## config.mk

```make
export PLATFORM = sky130hd
export DESIGN_NAME = uart_rx_sampler
export DESIGN_NICKNAME = d
export VERILOG_FILES = /design/src/rtl/uart_rx_sampler.sv
export SDC_FILE = /design/constraint.sdc
export NUM_CORES = 1
export LEC_CHECK = 0
export CORE_MARGIN = 8
export CORE_UTILIZATION = 40
export DETAILED_ROUTE_END_ITERATION = 16
export MAX_ROUTING_LAYER = met4
export PLACE_DENSITY_LB_ADDON = 0.1
export SYNTH_ARGS = -nofsm -noshare
export SYNTH_HDL_FRONTEND = slang
export SYNTH_SLANG_ARGS = --single-unit
export TNS_END_PERCENT = 1
```

## constraint.sdc

```tcl
create_clock -name clk_in -period 5.55 [get_ports clk_in]
set_input_delay 1.11 -clock clk_in [delete_from_list [all_inputs] [get_ports clk_in]]
set_output_delay 1.11 -clock clk_in [all_outputs]
set_load 0.005 [all_outputs]
```

## src/rtl/uart_rx_sampler.sv

```systemverilog
// Oversampling UART receiver: derives its own sample tick, synchronises the
// RX line, majority-votes three mid-bit samples per bit, deframes
// start/data/parity/stop and hands each word out over valid/ready.
`timescale 1ns/1ps
module uart_rx_sampler #(
  parameter int CLK_HZ       = 65_000_000,
  parameter int BAUD_RATE    = 9600,
  parameter int SAMP_PER_BIT = 16,
  parameter int DATA_BITS    = 8,
  parameter int PARITY_MODE  = 0,
  parameter int STOP_BITS    = 1,
  parameter int SYNC_STAGES  = 2
) (
  input  logic                 clk_in,
  input  logic                 rst_n_in,
  input  logic                 sig_in,
  output logic [DATA_BITS-1:0] data_out,
  output logic                 valid_out,
  input  logic                 ready_in,
  output logic                 parity_err_out,
  output logic                 frame_err_out,
  output logic                 overrun_out,
  output logic                 busy_out
);

  localparam int DIV = CLK_HZ / (SAMP_PER_BIT * BAUD_RATE);
  localparam int TW  = (DIV > 1) ? $clog2(DIV) : 1;
  localparam int SW  = $clog2(SAMP_PER_BIT);
  localparam int BW  = $clog2(DATA_BITS + 1);
  localparam int M   = SAMP_PER_BIT / 2;

  localparam logic [TW-1:0] DIV_LAST    = TW'(DIV - 1);
  localparam logic [SW-1:0] S_V0        = SW'(M - 1);
  localparam logic [SW-1:0] S_V1        = SW'(M);
  localparam logic [SW-1:0] S_DEC       = SW'(M + 1);
  localparam logic [SW-1:0] S_LAST      = SW'(SAMP_PER_BIT - 1);
  localparam logic [BW-1:0] B_DATA_LAST = BW'(DATA_BITS - 1);
  localparam logic [BW-1:0] B_STOP_LAST = BW'(STOP_BITS - 1);

  if (DIV < 1) begin : g_div_err
    $error("uart_rx_sampler: CLK_HZ too low for BAUD_RATE*SAMP_PER_BIT");
  end
  if ((SAMP_PER_BIT < 4) || (SAMP_PER_BIT % 2 != 0)) begin : g_spb_err
    $error("uart_rx_sampler: SAMP_PER_BIT must be even and >= 4");
  end
  if (SYNC_STAGES < 2) begin : g_sync_err
    $error("uart_rx_sampler: SYNC_STAGES must be >= 2");
  end

  typedef enum logic [2:0] {ST_IDLE, ST_START, ST_DATA, ST_PARITY, ST_STOP} state_t;

  state_t                 state_q, state_d;
  logic [TW-1:0]          div_q, div_d;
  logic [SYNC_STAGES-1:0] sync_q, sync_d;
  logic [SW-1:0]          s_q, s_d;
  logic [BW-1:0]          bit_cnt_q, bit_cnt_d;
  logic                   v0_q, v0_d, v1_q, v1_d;
  logic                   armed_q, armed_d;
  logic [DATA_BITS-1:0]   shift_q, shift_d;
  logic                   par_q, par_d;
  logic                   ferr_q, ferr_d;
  logic                   done_q, done_d;
  logic [DATA_BITS-1:0]   data_q, data_d;
  logic                   valid_q, valid_d;
  logic                   perr_out_q, perr_out_d;
  logic                   ferr_out_q, ferr_out_d;
  logic                   ovr_q, ovr_d;

  logic tick, s_line, decision, at_dec, at_end;

  function automatic logic majority(input logic a, input logic b, input logic c);
    return (a & b) | (a & c) | (b & c);
  endfunction

  function automatic logic parity_err(input logic [DATA_BITS-1:0] d, input logic p);
    case (PARITY_MODE)
      1:       return (^d) ^ p;
      2:       return ~((^d) ^ p);
      default: return 1'b0;
    endcase
  endfunction

  assign tick     = (div_q == '0);
  assign s_line   = sync_q[SYNC_STAGES-1];
  assign decision = majority(v0_q, v1_q, s_line);
  assign at_dec   = tick && (s_q == S_DEC);
  assign at_end   = tick && (s_q == S_LAST);

  // State register
  always_ff @(posedge clk_in or negedge rst_n_in) begin
    if (!rst_n_in) state_q <= ST_IDLE;
    else           state_q <= state_d;
  end

  // Next-state: every transition happens on a sample tick
  always_comb begin
    state_d = state_q;
    case (state_q)
      ST_IDLE:   if (tick && !s_line && armed_q) state_d = ST_START;
      ST_START:  if (at_dec && decision) state_d = ST_IDLE;
                 else if (at_end) state_d = ST_DATA;
      ST_DATA:   if (at_dec && (bit_cnt_q == B_DATA_LAST))
                   state_d = (PARITY_MODE != 0) ? ST_PARITY : ST_STOP;
      ST_PARITY: if (at_dec) state_d = ST_STOP;
      ST_STOP:   if (at_dec && (bit_cnt_q == B_STOP_LAST)) state_d = ST_IDLE;
      default:   state_d = ST_IDLE;
    endcase
  end

  // Outputs: busy reflects the FSM, the rest come straight from flops
  always_comb begin
    busy_out       = (state_q != ST_IDLE);
    data_out       = data_q;
    valid_out      = valid_q;
    parity_err_out = perr_out_q;
    frame_err_out  = ferr_out_q;
    overrun_out    = ovr_q;
  end

  // Datapath and handshake registers
  always_ff @(posedge clk_in or negedge rst_n_in) begin
    if (!rst_n_in) begin
      div_q      <= '0;
      sync_q     <= '1;
      s_q        <= '0;
      bit_cnt_q  <= '0;
      v0_q       <= 1'b1;
      v1_q       <= 1'b1;
      armed_q    <= 1'b0;
      shift_q    <= '0;
      par_q      <= 1'b0;
      ferr_q     <= 1'b0;
      done_q     <= 1'b0;
      data_q     <= '0;
      valid_q    <= 1'b0;
      perr_out_q <= 1'b0;
      ferr_out_q <= 1'b0;
      ovr_q      <= 1'b0;
    end else begin
      div_q      <= div_d;
      sync_q     <= sync_d;
      s_q        <= s_d;
      bit_cnt_q  <= bit_cnt_d;
      v0_q       <= v0_d;
      v1_q       <= v1_d;
      armed_q    <= armed_d;
      shift_q    <= shift_d;
      par_q      <= par_d;
      ferr_q     <= ferr_d;
      done_q     <= done_d;
      data_q     <= data_d;
      valid_q    <= valid_d;
      perr_out_q <= perr_out_d;
      ferr_out_q <= ferr_out_d;
      ovr_q      <= ovr_d;
    end
  end

  // Tick divider, sampling, bit assembly and word delivery
  always_comb begin
    div_d      = (div_q == '0) ? DIV_LAST : div_q - TW'(1);
    sync_d     = {sync_q[SYNC_STAGES-2:0], sig_in};
    s_d        = s_q;
    bit_cnt_d  = bit_cnt_q;
    v0_d       = v0_q;
    v1_d       = v1_q;
    armed_d    = armed_q;
    shift_d    = shift_q;
    par_d      = par_q;
    ferr_d     = ferr_q;
    done_d     = 1'b0;
    data_d     = data_q;
    valid_d    = valid_q;
    perr_out_d = perr_out_q;
    ferr_out_d = ferr_out_q;
    ovr_d      = 1'b0;

    if (tick) begin
      if (state_q == ST_IDLE) begin
        // Sample phase restarts at the first low tick of a start bit
        s_d = '0;
        if (s_line) armed_d = 1'b1;
        else if (armed_q) begin
          bit_cnt_d = '0;
          ferr_d    = 1'b0;
        end
      end else begin
        s_d = (s_q == S_LAST) ? '0 : s_q + SW'(1);
        if (s_q == S_V0) v0_d = s_line;
        if (s_q == S_V1) v1_d = s_line;
      end
    end

    if (at_dec) begin
      case (state_q)
        ST_DATA: begin
          for (int i = 0; i < DATA_BITS; i++) begin
            if (bit_cnt_q == BW'(i)) shift_d[i] = decision;
          end
          bit_cnt_d = (bit_cnt_q == B_DATA_LAST) ? '0 : bit_cnt_q + BW'(1);
        end
        ST_PARITY: par_d = decision;
        ST_STOP: begin
          if (!decision) ferr_d = 1'b1;
          if (bit_cnt_q == B_STOP_LAST) begin
            done_d = 1'b1;
            // A held-low break must see the line go high before re-arming
            if (!decision || ferr_q) armed_d = 1'b0;
          end else begin
            bit_cnt_d = bit_cnt_q + BW'(1);
          end
        end
        default: ;
      endcase
    end

    if (done_q) begin
      if (!valid_q || ready_in) begin
        data_d     = shift_q;
        perr_out_d = parity_err(shift_q, par_q);
        ferr_out_d = ferr_q;
        valid_d    = 1'b1;
      end else begin
        ovr_d = 1'b1;
      end
    end else if (valid_q && ready_in) begin
      valid_d = 1'b0;
    end
  end

endmodule

```

==> results.toml, run 1 <==
[status]
status = "complete, no violations"

[layout]
final_nets = 232
multi_input_area_um2 = 1040
layout_common_cells = "42 x dfrtp_1, 14 x clkdlybuf4s50_1, 13 x nand2_1, 13 x nor2_1"
layout_commonest_cell = "dfrtp_1"
register_area_um2 = 1156
layout-drive-gt1-share = 0.1584
fin_util = 0.4676
num_antenna_cells = 0
fillers = 541
synthToLayoutAreaGrowth_pct = 13.33

[synth]
yosysWarnings = 0
synth.largest_area_cell = "dfrtp_1"
synth.area.top_cells = "dfrtp_1 46%, mux2_2 5.9%, dfstp_2 4.6%"
synth_seq_cells = 46
yosysTopAreaCellShare = 0.4626
synth_area_um2 = 2272
synth_flop_cell = "dfrtp_1"
seq_area_frac_synth = 0.5088
syn_nets = 214
ys_async_sr_fraction = 1.000
ys_types = 51
synth_edf_count = 0
avgSynthCellArea_um2 = 11.25
syn_inst = 202

[sta]
setup_viol = 0
rsz0062_at_grt = "false"
hold_viol_final = 0
maxSlewHeadroom = 0.3261
finalCritPeriodShare = 0.5706
worst-slew-pin-transition_ps = 1011
final.min_clock_period_ps = 3167
finalMaxSlewViolations = 0
finClkSkew_ps = 6.346
fin_setup_tns_ps = 0
fmaxAchievable_ghz = 0.3158

[worst_setup_path]
critPathLaunch = "state_q[1]$_DFFE_PN0P_"
r2r-start = "div_q[6]$_DFF_PN0_"
endpoint_kind = "output pin"
critPathKind = "flip-flop to output pin"
cp_max_fo = 9
worstPathArrival_ps = 2060
worstPathRequired_ps = 4440
startpoint_type = "flip-flop"

[clock_network]
cts_resized = 0
cts_setup_buffers = 0
ctsHoldBuffers = 0
htree_levels = 2
cts_num_sinks = 46
cts_root_buf = "clkbuf_8"
clkLatencyLatePin_ps = 290
clockBufferDepth = 2
cts_made_buffers = 5
clk_pin_slew_ps = 80
cts_tree = "done"

[route]
vias_per_cell = 5.512
ant_nets = 0
avgRoutedWirePerCell_um = 15.46
drt_first_pass_iters = 4
drt_wl_total_mm = 4.530
routed-via-count = 1615
initialDrtViolationCount = 69
drc = 0

[grt]
grt_pass1_vias = 1665
grtUsageTotal = 0.1192
grt_max_degree = 47
antenna_found_initial = 0
grt_pass1_wl_mm = 7.928
grt_overflow_total = 0

[power]
power_density_nw_per_um2 = 214.3
power.total_w = 0.0005518
power.leakage_nw = 1.117
max-vdd-ir-drop_uv = 117.2

[floorplanning]
core_um2 = 5507
start_util = 0.4126
die_h_um = 91.37
die_area_um2 = 8348
rows = 27
io_pins = 17
die_w_um = 91.37

[hold_path]
min_path_type = "flip-flop to flip-flop"
worstHoldStart = "sync_q[0]$_DFF_PN1_"

[placement]
dpl.hpwl_mm = 3.311
io_buffer_count = 15
place.gp.congestion = 0.8152

[job]
max_cap_violations = 0
==> cells by family after synthesis <==
kind of cell	share of synthesized area
AOI/OAI and AO/OA	0.09361
xor gates and xnor gates	0.007711
adders and majority gates	0.04846
buffers and inverters	0.03359
DFF	0.5088
muxes	0.09747
other	0.001650
and+or+nand+nor	0.2087
==> critical path: stages (launching register included) <==
cell	delay [ps]
dfrtp_1	480
nor3_1	660
inv_1	140
clkdlybuf4s50_1	480
==> report_power, final <==
part / leakage (nW) / switching (W) / total (W) / internal, W
clock: 0.0482 / 0.000106 / 0.000206 / 0.000101
sequential: 0.599 / 0.000000865 / 0.000337 / 0.000336
combinational: 0.470 / 0.00000652 / 0.00000820 / 0.00000168
total: 1.12 / 0.000113 / 0.000552 / 0.000438
==> state kept, by name, summed over array words and instances, names as in the netlist <==
name	cells
armed_q	1
shift_q	8
s_q	4
overrun_out	1
done_q	1
valid_out	1
sync_q	2
v0_q	1
bit_cnt_q	4
div_q	9
data_out	8
v1_q	1
frame_err_out	1
state_q	3
ferr_q	1
==> metal layers <==
metal / part of all wire / global-route usage / vias up
met5: 0 / - / -
met3: 0.034 / 0.02716 / 9
li1: - / - / 767
met2: 0.52 / 0.1953 / 20
met1: 0.43 / 0.1347 / 819
met4: 0.018 / 0.05730 / 0
==> synthesized netlist by cell type, types with 2 or more instances <==
master	number
nand2b_1	2
nor3b_1	5
a21oi_1	3
or3_1	2
o31ai_1	3
nand3_1	9
clkbuf_1	2
inv_1	12
xor2_1	2
nand4_1	8
nor2b_1	6
mux2_1	5
dfstp_2	4
nor3_1	5
nand3b_1	3
mux2_4	2
dfrtp_1	42
a31oi_1	2
o311ai_0	2
o21ai_0	7
mux2_2	12
nor2_1	13
ha_1	8
o211ai_1	3
a22o_1	2
nand2_1	13
==> area by class of cell <==
class / count / share of cell area
inverter: 12 / 0.01749
tap: 72 / 0.03499
sequential: 46 / 0.4490
clock buffer: 7 / 0.03353
clock inverter: 1 / 0.001944
timing repair buffer: 16 / 0.05928
multi-input combinational: 139 / 0.4038
==> worst paths after layout <==
check	slack [ps]	cells after the start	endpoint
max in group asynchronous	3950	1	div_q[2]$_DFF_PN0_
min reg2reg	370	0	sync_q[1]$_DFF_PN1_
min in group asynchronous	980	1	state_q[1]$_DFFE_PN0P_
max reg2reg	3080	4	shift_q[6]$_DFFE_PN0P_
max	2380	3	busy_out
min	370	0	sync_q[1]$_DFF_PN1_
==> through the flow <==
stage          std cells  hold WS [ps]  area [µm²]  worst slack [ps]
6_report             293         374.1        2575              2383
4_1_cts              293         373.5        2575              2377
3_5_place_dp         285         360.5        2484              2735
3_3_place_gp         285         357.1        2484              2852
2_1_floorplan        202         345.2        2272              3391
5_1_grt              293         378.4        2575              2225
No activity file was read; power rests on OpenSTA's default activity.
==> run 2: changes to the inputs <==
==> constraint.sdc (replaced) <==
create_clock -name clk_in -period 3.27 [get_ports clk_in]
set_input_delay 0.654 -clock clk_in [delete_from_list [all_inputs] [get_ports clk_in]]
set_output_delay 0.654 -clock clk_in [all_outputs]
set_load 0.005 [all_outputs]
==> run 2 against run 1 <==
Count of clock-buffer cells in the layout unchanged. Largest cell class unchanged. Die area is the same. First-iteration DRC count down 25%. Critical endpoint unchanged. Setup slack worse by 1700 ps. Sequential cell count is the same. Critical path type unchanged.
==> results.toml, run 2 (synthesis gave the netlist of run 1 again) <==
[layout]
register_area_um2 = 1156
fin_util = 0.4749
largest_reg_flops = 9
fin_area_um2 = 2615
layout-drive-gt1-share = 0.1659
fillers = 521
multi_input_area_um2 = 1040
stdcell_count = 295
num_antenna_cells = 0
regMostFlops = "div_q"
synthToLayoutAreaGrowth_pct = 15.09
layout_common_cells = "42 x dfrtp_1, 14 x clkdlybuf4s50_1, 13 x nand2_1, 13 x nor2_1"
layout_commonest_cell = "dfrtp_1"
final_nets = 234

[clock_network]
cts_setup_buffers = 0
cts_num_sinks = 46
clkLatencyLatePin_ps = 290
htree_levels = 2
cts_made_buffers = 5
cts_resized = 0
cts_root_buf = "clkbuf_8"
cts_tree = "done"
ctsHoldBuffers = 0
clk_pin_slew_ps = 80
clockBufferDepth = 2

[grt]
grt_max_degree = 47
grt_pass1_wl_mm = 7.969
antenna_found_initial = 0
grtUsageTotal = 0.1168
grt_overflow_total = 0
grt_pass1_vias = 1707

[route]
routed-via-count = 1581
initialDrtViolationCount = 52
vias_per_cell = 5.359
ant_nets = 0
drt_wl_total_mm = 4.349
drt_first_pass_iters = 4
avgRoutedWirePerCell_um = 14.74
drc = 0

[sta]
worst-slew-pin-transition_ps = 988.3
finalMaxSlewViolations = 0
final.min_clock_period_ps = 2607
maxSlewHeadroom = 0.3411
final.setup.worst_slack_ps = 663.3
finalCritPeriodShare = 0.7971
hold_viol_final = 0
rsz0062_at_grt = "false"
fmaxAchievable_ghz = 0.3836
setup_viol = 0
finClkSkew_ps = 6.617
fin_setup_tns_ps = 0

[floorplanning]
rows = 27
die_w_um = 91.37
core_um2 = 5507
io_pins = 17
start_util = 0.4126
die_area_um2 = 8348
die_h_um = 91.37

[placement]
io_buffer_count = 15
dp.cells = 287
dpl.hpwl_mm = 3.280
pre_cts_ws_ps = 968.5
post_dp_cell_area_um2 = 2499
place.gp.congestion = 0.8781

[power]
power.leakage_nw = 1.138
power_density_nw_per_um2 = 386.4
max-vdd-ir-drop_uv = 224.4

[worst_setup_path]
worstPathArrival_ps = 1950
startpoint_type = "flip-flop"
endpoint_kind = "output pin"
critPathKind = "flip-flop to output pin"
cp_max_fo = 9
worstPathRequired_ps = 2620

[hold_path]
min_path_type = "flip-flop to flip-flop"

[status]
status = "complete, no violations"

[job]
max_cap_violations = 0
## run 2: cell count changes in the layout (fill, tap and decap cells not counted), sizes merged
cell / change
buf: +2
bufinv: +1
clkinv: -1
## run 2: final cells by class
type,count,area share
clock buffer,7,0.03301
timing repair buffer,18,0.06411
multi-input combinational,139,0.3976
inverter,12,0.01722
tap,72,0.03445
sequential,46,0.4421
clock inverter,1,0.01148
## run 2: worst paths after layout
| check | startpoint | to | slack (ps) | cells past startpoint |
|---|---|---|---|---|
| hold reg to reg | sync_q[0]$_DFF_PN1_ | sync_q[1]$_DFF_PN1_ | 360 | 0 |
| hold / removal | sync_q[0]$_DFF_PN1_ | sync_q[1]$_DFF_PN1_ | 360 | 0 |
| setup / recovery | state_q[1]$_DFFE_PN0P_ | busy_out | 660 | 3 |
| max in group asynchronous | rst_n_in | div_q[2]$_DFF_PN0_ | 2140 | 1 |
| setup reg to reg | div_q[4]$_DFF_PN0_ | ferr_q$_DFF_PN0_ | 1200 | 4 |
| min in group asynchronous | rst_n_in | data_out[5]$_DFFE_PN0P_ | 520 | 1 |
## run 2: metrics by stage
step,power [W],hold WS (ps)
after detailed placement,0.0005980,350.3
after global routing,0.001055,368.4
after CTS,0.001028,362.5
final,0.001010,360.9
after floorplan,0.0005842,345.2
after global placement,0.0005977,345.7
## run 2: critical path, cell delays in order, from the launching register on
cell and delay, ps:
dfrtp_1 470, nor3_1 590, inv_1 130, clkdlybuf4s50_1 480
## run 2: per-layer routing
metal / GRT usage / wire, µm / vias to the layer above
met1: 0.1379 / 1962 / 785
met3: 0.02551 / 143 / 6
met4: 0.04366 / 82 / 0
li1: - / - / 770
met5: - / 0 / -
met2: 0.1904 / 2160 / 20
## run 2: power by group
group / internal [W] / switching [W] / total [W]
clock network: 0.000249 / 0.000176 / 0.000425
logic: 0.00000285 / 0.0000108 / 0.0000137
registers: 0.000571 / 0.00000141 / 0.000572
